### config.mk
export PLATFORM = sky130hd
export DESIGN_NAME = counter_sched
export DESIGN_NICKNAME = d
export VERILOG_FILES = /design/src/rtl/counter_sched.sv
export SDC_FILE = /design/constraint.sdc
export NUM_CORES = 1
export LEC_CHECK = 0
export ABC_AREA = 1
export CORE_ASPECT_RATIO = 0.5
export CORE_MARGIN = 2
export CORE_UTILIZATION = 42
export DETAILED_ROUTE_END_ITERATION = 8
export PLACE_DENSITY = 0.77
export SLEW_MARGIN = 5
export SYNTH_ARGS = -nofsm -noshare
export SYNTH_HDL_FRONTEND = slang
export SYNTH_SLANG_ARGS = --single-unit
export TNS_END_PERCENT = 100
### constraint.sdc
create_clock -name clk -period 3.56 [get_ports clk]
set_clock_uncertainty 0.05 [all_clocks]
set_input_delay 0.712 -clock clk [delete_from_list [all_inputs] [get_ports clk]]
set_output_delay 0.712 -clock clk [all_outputs]
set_load 0.005 [all_outputs]
### src/rtl/counter_sched.sv
// counter_sched
//
// Purpose:
//   Sequences INC / LOAD commands from two requesters onto an external
//   4-bit counter datapath. Requesters are arbitrated round-robin, one command
//   is in flight at a time, and each command runs INIT/IDLE -> ISSUE ->
//   (SETTLE x SETTLE_CYC) -> CHECK. In CHECK the datapath output is compared
//   against a shadow copy of the expected count and a one-cycle response is
//   produced.
//
// Parameters:
//   SETTLE_CYC  idle cycles between issue and check (0..7)
//
// Ports:
//   clk                 sole clock, rising edge
//   rst                 synchronous active-low reset
//   req0_valid/op/data  requester 0 command (op 0=INC, 1=LOAD; data = LOAD value)
//   req0_ready          requester 0 command accepted when high with req0_valid
//   req1_*              same for requester 1
//   ctr_en              datapath increment enable
//   ctr_rst             datapath load strobe (active high)
//   ctr_ui              datapath load value
//   ctr_out             datapath result
//   rsp_valid           one-cycle response pulse
//   rsp_id              requester the response belongs to
//   rsp_data            sampled ctr_out
//   rsp_err             ctr_out differed from the shadow value
//   err_sticky          set by any rsp_err, cleared only by reset
//   done_cnt            completed command count (wraps)

module counter_sched #(
    parameter int unsigned SETTLE_CYC = 1
) (
    input  logic       clk,
    input  logic       rst,
    input  logic       req0_valid,
    input  logic       req0_op,
    input  logic [3:0] req0_data,
    output logic       req0_ready,
    input  logic       req1_valid,
    input  logic       req1_op,
    input  logic [3:0] req1_data,
    output logic       req1_ready,
    output logic       ctr_en,
    output logic       ctr_rst,
    output logic [3:0] ctr_ui,
    input  logic [3:0] ctr_out,
    output logic       rsp_valid,
    output logic       rsp_id,
    output logic [3:0] rsp_data,
    output logic       rsp_err,
    output logic       err_sticky,
    output logic [7:0] done_cnt
);

    typedef enum logic [2:0] {
        S_INIT,
        S_IDLE,
        S_ISSUE,
        S_SETTLE,
        S_CHECK
    } state_t;

    // Value the settle counter starts from; it counts down to zero while in
    // SETTLE, so a start of N-1 gives exactly N SETTLE cycles.
    localparam logic [3:0] SETTLE_LOAD = (SETTLE_CYC == 0) ? 4'd0 : 4'(SETTLE_CYC - 1);

    state_t     state;
    state_t     state_nxt;

    logic       last_grant;
    logic       cmd_op;
    logic       cmd_id;
    logic [3:0] cmd_data;
    logic [3:0] shadow;
    logic [3:0] settle_cnt;

    logic       rsp_id_q;
    logic [3:0] rsp_data_q;
    logic       rsp_err_q;

    logic       grant0;
    logic       grant1;
    logic       in_idle;
    logic       accept;
    logic       check_live;
    logic       mismatch;

    // Round-robin: on a tie the requester that did not win last time gets the
    // grant. Ready is suppressed while reset is asserted so nothing can be
    // accepted on a reset edge.
    always_comb begin
        grant0     = req0_valid && (!req1_valid || last_grant);
        grant1     = req1_valid && (!req0_valid || !last_grant);
        in_idle    = rst && (state == S_IDLE);
        req0_ready = in_idle && grant0;
        req1_ready = in_idle && grant1;
        accept     = (req0_valid && req0_ready) || (req1_valid && req1_ready);
    end

    // Next state and datapath controls. Reset overrides everything so the
    // datapath is held in its load-zero state for the whole reset window.
    always_comb begin
        state_nxt = state;
        ctr_en    = 1'b0;
        ctr_rst   = 1'b0;
        ctr_ui    = 4'h0;
        case (state)
            S_INIT: begin
                ctr_rst   = 1'b1;
                state_nxt = S_IDLE;
            end
            S_IDLE: begin
                if (accept) begin
                    state_nxt = S_ISSUE;
                end
            end
            S_ISSUE: begin
                if (cmd_op) begin
                    ctr_rst = 1'b1;
                    ctr_ui  = cmd_data;
                end else begin
                    ctr_en  = 1'b1;
                end
                state_nxt = (SETTLE_CYC == 0) ? S_CHECK : S_SETTLE;
            end
            S_SETTLE: begin
                if (settle_cnt == 4'd0) begin
                    state_nxt = S_CHECK;
                end
            end
            S_CHECK: begin
                state_nxt = S_IDLE;
            end
            default: begin
                state_nxt = S_INIT;
            end
        endcase
        if (!rst) begin
            ctr_en    = 1'b0;
            ctr_rst   = 1'b1;
            ctr_ui    = 4'h0;
            state_nxt = S_INIT;
        end
    end

    // The response is live during CHECK itself; outside CHECK the registered
    // copy of the last response is shown so the fields hold their values.
    always_comb begin
        check_live = rst && (state == S_CHECK);
        mismatch   = (ctr_out != shadow);
        rsp_valid  = check_live;
        rsp_id     = check_live ? cmd_id   : rsp_id_q;
        rsp_data   = check_live ? ctr_out  : rsp_data_q;
        rsp_err    = check_live ? mismatch : rsp_err_q;
    end

    // State register plus command latch, shadow count, settle timer and the
    // response/statistics registers. A reset mid-command simply discards the
    // latched command, so no response is produced for it.
    always_ff @(posedge clk) begin
        if (!rst) begin
            state      <= S_INIT;
            last_grant <= 1'b1;
            cmd_op     <= 1'b0;
            cmd_id     <= 1'b0;
            cmd_data   <= 4'h0;
            shadow     <= 4'h0;
            settle_cnt <= 4'd0;
            rsp_id_q   <= 1'b0;
            rsp_data_q <= 4'h0;
            rsp_err_q  <= 1'b0;
            err_sticky <= 1'b0;
            done_cnt   <= 8'd0;
        end else begin
            state <= state_nxt;
            case (state)
                S_INIT: begin
                    shadow <= 4'h0;
                end
                S_IDLE: begin
                    if (accept) begin
                        cmd_op     <= req1_ready ? req1_op   : req0_op;
                        cmd_data   <= req1_ready ? req1_data : req0_data;
                        cmd_id     <= req1_ready;
                        last_grant <= req1_ready;
                    end
                end
                S_ISSUE: begin
                    shadow     <= cmd_op ? cmd_data : shadow + 4'd1;
                    settle_cnt <= SETTLE_LOAD;
                end
                S_SETTLE: begin
                    if (settle_cnt != 4'd0) begin
                        settle_cnt <= settle_cnt - 4'd1;
                    end
                end
                S_CHECK: begin
                    rsp_id_q   <= cmd_id;
                    rsp_data_q <= ctr_out;
                    rsp_err_q  <= mismatch;
                    err_sticky <= err_sticky | mismatch;
                    done_cnt   <= done_cnt + 8'd1;
                end
                default: begin
                end
            endcase
        end
    end

endmodule
# --- Word level (Yosys, flattened, before mapping) ---
# Index checks and enable logic that the tools add are counted.
totals:
  register_bits: 33
  input_bits: 18
  output_inout_bits: 24
  word_cells: 68
op_classes:
  addsub: 3
  n_eq_ne: 8
  mux: 21
  bitwise_logic: 1
  n_reduce_logical: 23
op_table:
  columns: ["cell", "count"]
  rows:
  - ["4-bit 2-to-1 mux", 7]
  - ["4-bit case mux with 2 select lines", 2]
  - ["3-bit case mux with 4 select lines", 1]
  - ["8-bit by 1-bit adder with 8-bit output (second input constant)", 1]
  - ["1-bit logical AND", 8]
  - ["1-bit 2-to-1 mux", 8]
  - ["3-bit by 2-bit equality test with 1-bit output (second input constant)", 2]
  - ["3-bit 2-to-1 mux", 2]
  - ["2-bit != test (second input constant)", 3]
  - ["2-bit AND reduction", 3]
  - ["4-bit by 1-bit adder with 4-bit output (second input constant)", 1]
  - ["4-bit logical NOT", 1]
  - ["4-bit != test", 1]
  - ["2-bit nonzero test", 2]
  - ["4-bit nonzero test", 1]
  - ["4-bit by 1-bit subtractor with 4-bit output (second input constant)", 1]
  - ["3-bit by 1-bit equality test with 1-bit output (second input constant)", 1]
  - ["3-bit equality test (second input constant)", 1]
  - ["1-bit logical NOT", 3]
  - ["3-bit logical NOT", 1]
  - ["1-bit logical OR", 3]
  - ["1-bit case mux with 2 select lines", 1]
  - ["2-bit OR reduction", 1]
  - ["1-bit OR", 1]

# --- Depth between registers and ports, before layout ---
# Gate-level depths: netlist of run 1.
logic_depth:
  depth_word: 8
  depth_mapped: 8
  ltp_nobuf: 8

# --- Worst setup path after synthesis of run 1 ---
# No wires, ideal clock.
synth_path:
  kind: "input port to output port"
  startpoint: "input port req1_valid"
  endpoint: "output port req1_ready"
  t_arrival_ps: 1270
  t_required_ps: 2798
  slack_ps: 1528
  cell_stages: 4
  path_buffers: 0
  path_cell_list: "inv_1 a21oi_1 nand2_1 inv_1"
synth_between:
  elab_chain_cells: 2
synth_lines:
  columns: ["item", "line", "text"]
  rows:
  - ["from (decl)", "40", "input logic req1_valid,"]
  - ["1-bit logical AND", "94", "grant1 = req1_valid && (!req0_valid || !last_grant);"]
  - ["1-bit logical AND", "97", "req1_ready = in_idle && grant1;"]
  - ["to (decl)", "43", "output logic req1_ready,"]
# No other way between the ends.

# --- Worst setup path after layout of run 1 ---
layout_path:
  startpoint: "input port rst"
  endpoint: "output port rsp_err"
layout_between:
  elab_chain_cells: 2
layout_lines:
  columns: ["item", "line", "text"]
  rows:
  - ["from (decl)", "35", "input logic rst,"]
  - ["1-bit logical AND", "150", "check_live = rst && (state == S_CHECK);"]
  - ["1-bit 2-to-1 mux", "155", "rsp_err = check_live ? mismatch : rsp_err_q;"]
  - ["to (decl)", "51", "output logic rsp_err,"]
# No other way between the ends.

==> summary.txt, run 1 <==
Vias in the first global route: 1546
Clock tree buffer depth: 2
HP Start: err_sticky$_SDFFE_PN0N_
Worst reg2reg path depth: 7
Setup TNS: 0 ns
Remaining Overflow, GRT: 0
Syn avg cell area: 6.74 um^2
First-pass GRT wire length: 6690 um
Area grow syn2layout: 34.6%
Cell Rows: 16
Number of synthesized flops with an enable pin: 0
Slowest stage delay, CP: 0.51 ns
Die width: 93.6 um
Cell area after synthesis: 1690 um^2
Overall Global Routing Usage: 0.188
Resized cells post-CTS: 0
Lkg Pwr: 0.944 nW
PwrDens: 368 nW/um^2
CP Launch Point: rst
Final Util: 0.584
Clock root buffer: clkbuf_8
Fraction of registers with async set/reset: 0
DRT Pass-1 Iters: 4
Vias/cell: 5.03
Cell count after synthesis: 250
Worst-Skew Late Latency: 0.29 ns
Seq/Total Area, Yosys: 0.392
Io pins: 42
CTS tree: done
Final wirelength: 4060 um
Period utilization: 0.884
Synth top area cells: dfxtp_1 (39%), nand2_1 (12%), nor2_1 (8.2%)
Layout cells sized above 1: 0.0903
CP max stage cell: clkdlybuf4s50_1
Post-CTS Setup Inserts: 0
Flops & latches, synth: 33
H-tree Lvls: 2
Slew Viols, Final: 0
GPL Wtd Cong: 0.862
Final hold vios: 0
Levels on crit path: 6
Number of buffers inserted by hold repair at cts: 0
WS Path Type: in2out
CTS Sinks: 33
Port Buf Inserts: 41
Critical Path, Cell by Cell: clkdlybuf4s50_1 -> inv_2 -> nor2_4 -> nand2_1 -> o21ai_1 -> clkdlybuf4s50_1
Core box area: 3880 um^2
Setup crit start kind: input port
Vias: 1774
Clock buffer count from CTS: 5
Worst slew pin tran: 0.422 ns
Max_slew headroom: 0.719
# fillers: 382
Worst Hold Class: reg2reg
R2R setup slack: 2.15 ns
Commonest cells in the synthesized netlist: nand2_1 (54), nor2_1 (37), dfxtp_1 (33), inv_1 (31), a21oi_1 (15)
Initial antenna violation count: 0
Synth unique cells: 26
Largest area contributor in the netlist: dfxtp_1
Drt wl/cell: 11.5 um
Largest net degree at the start of global routing: 16
Tmin final: 3.15 ns
Die height: 48.8 um
Critical path required time: 2.80 ns
Top cell by count, worst path: clkdlybuf4s50_1
Clk slew on worst S/H paths: 0.07 ns
1st-iter DRT viols: 52
R2R Path End: state[0]$_SDFFE_PN0P_
Crit. End Element: output pin
Nets: 320
Reg-to-Reg Start: state[0]$_SDFFE_PN0P_
Setup violations, final: 0
RSZ-0062 raised after global routing: false
Max cap viols: 0
Starting Density: 0.434
Hpwl dp: 3030 um
Die Area: 4570 um^2
Synth top area share: 0.392
Status: finished, final reports clean
Setup crit end: rsp_err
VDD IR max: 176 uV
CP delay by family, top: buffers and inverters
Synth warn: 0
Post-route ant nets: 0
Ant diodes: 0
Top FF cell, synth: dfxtp_1
DRC: 0
Most frequent cell after synthesis: nand2_1
Syn_nets: 271
Arr. time, crit path: 2.39 ns
Critical path peak fanout: 14
Max Fclk: 318 MHz
Worst path bufs/invs: 3
## routing by layer
| metal | wire, um | track usage |
|---|---|---|
| met5 | 0 | 0 |
| met3 | 131 | 0.0464 |
| met4 | 73 | 0.0797 |
| met1 | 1960 | 0.235 |
| met2 | 1900 | 0.311 |
## worst min-delay path, stage by stage, from the launching register on
cell and delay (ns):
dfxtp_1 0.31, nand2_1 0.06, nand2_1 0.04
## per-stage QoR
| step | instance area, um^2 | power, mW | instances | hold slack (ns) | worst slack [ns] |
|---|---|---|---|---|---|
| floorplan | 1690 | 0.493 | 250 | 0.389 | 1.53 |
| global placement | 2180 | 0.545 | 346 | 0.383 | 0.471 |
| detailed placement | 2180 | 0.551 | 346 | 0.398 | 0.420 |
| CTS | 2270 | 0.838 | 353 | 0.409 | 0.423 |
| global route | 2270 | 0.877 | 353 | 0.439 | 0.306 |
| finish | 2270 | 0.836 | 353 | 0.406 | 0.412 |
## cells in the final DEF (no fill, tap or decap), drive strengths merged
master / netlist / final
xor2: 1 / 1
dfxtp: 33 / 33
inv: 36 / 36
nand2: 57 / 57
a21oi: 15 / 15
clkbuf: 2 / 7
o21ai: 18 / 18
nor2: 44 / 44
and3: 1 / 1
ha: 3 / 3
nand4: 4 / 4
clkdlybuf4s50: 0 / 41
xnor2: 6 / 6
nor3: 4 / 4
o211ai: 1 / 1
a31oi: 2 / 2
buf: 2 / 5
nor4: 1 / 1
o31ai: 6 / 6
nand3: 14 / 14
## power breakdown
group          total (mW)  switching [mW]  internal, mW
clock               0.293           0.139         0.153
combinational       0.141          0.0772        0.0637
sequential          0.402          0.0157         0.386
## flip-flops by register name (all words and copies together) (netlist names), 3 cells and up
signal / count
state: 3
done_cnt: 8
shadow: 4
cmd_data: 4
settle_cnt: 4
rsp_data_q: 4
## worst min-delay path by stage
stage	endpoint	slack [ns]	cells past startpoint
floorplan	err_sticky$_SDFFE_PN0N_	0.39	2
global placement	err_sticky$_SDFFE_PN0N_	0.38	2
detailed placement	err_sticky$_SDFFE_PN0N_	0.40	2
CTS	err_sticky$_SDFFE_PN0N_	0.41	2
global route	rsp_id_q$_SDFFE_PN0N_	0.44	2
finish	err_sticky$_SDFFE_PN0N_	0.41	2
## final cells by class
class | count | area [um^2] | share of cell area
multi-input cells | 177 | 871 | 0.384
inverters | 36 | 135 | 0.0596
clock buffers | 7 | 86.3 | 0.0381
repair buffers | 46 | 448 | 0.197
well taps | 54 | 67.6 | 0.0298
flip-flops and latches | 33 | 661 | 0.291
## cells by family after synthesis
logic type               Yosys count  synth area share
flip-flops                        33             0.392
AO/OA/AOI/OAI                     42             0.137
XOR/XNOR                           7            0.0364
buffers and inverters             40            0.0913
AND/OR/NAND/NOR                  125             0.321
adder cells (fa/ha/maj)            3            0.0223
No activity file was read; power rests on OpenSTA's default activity.
==> inputs of run 2 (changes only) <==
Settings changed: HOLD_SLACK_MARGIN set to 0.1.
==> results of run 2 <==
No change in the layout: final DEF, timing and power equal those of run 1.
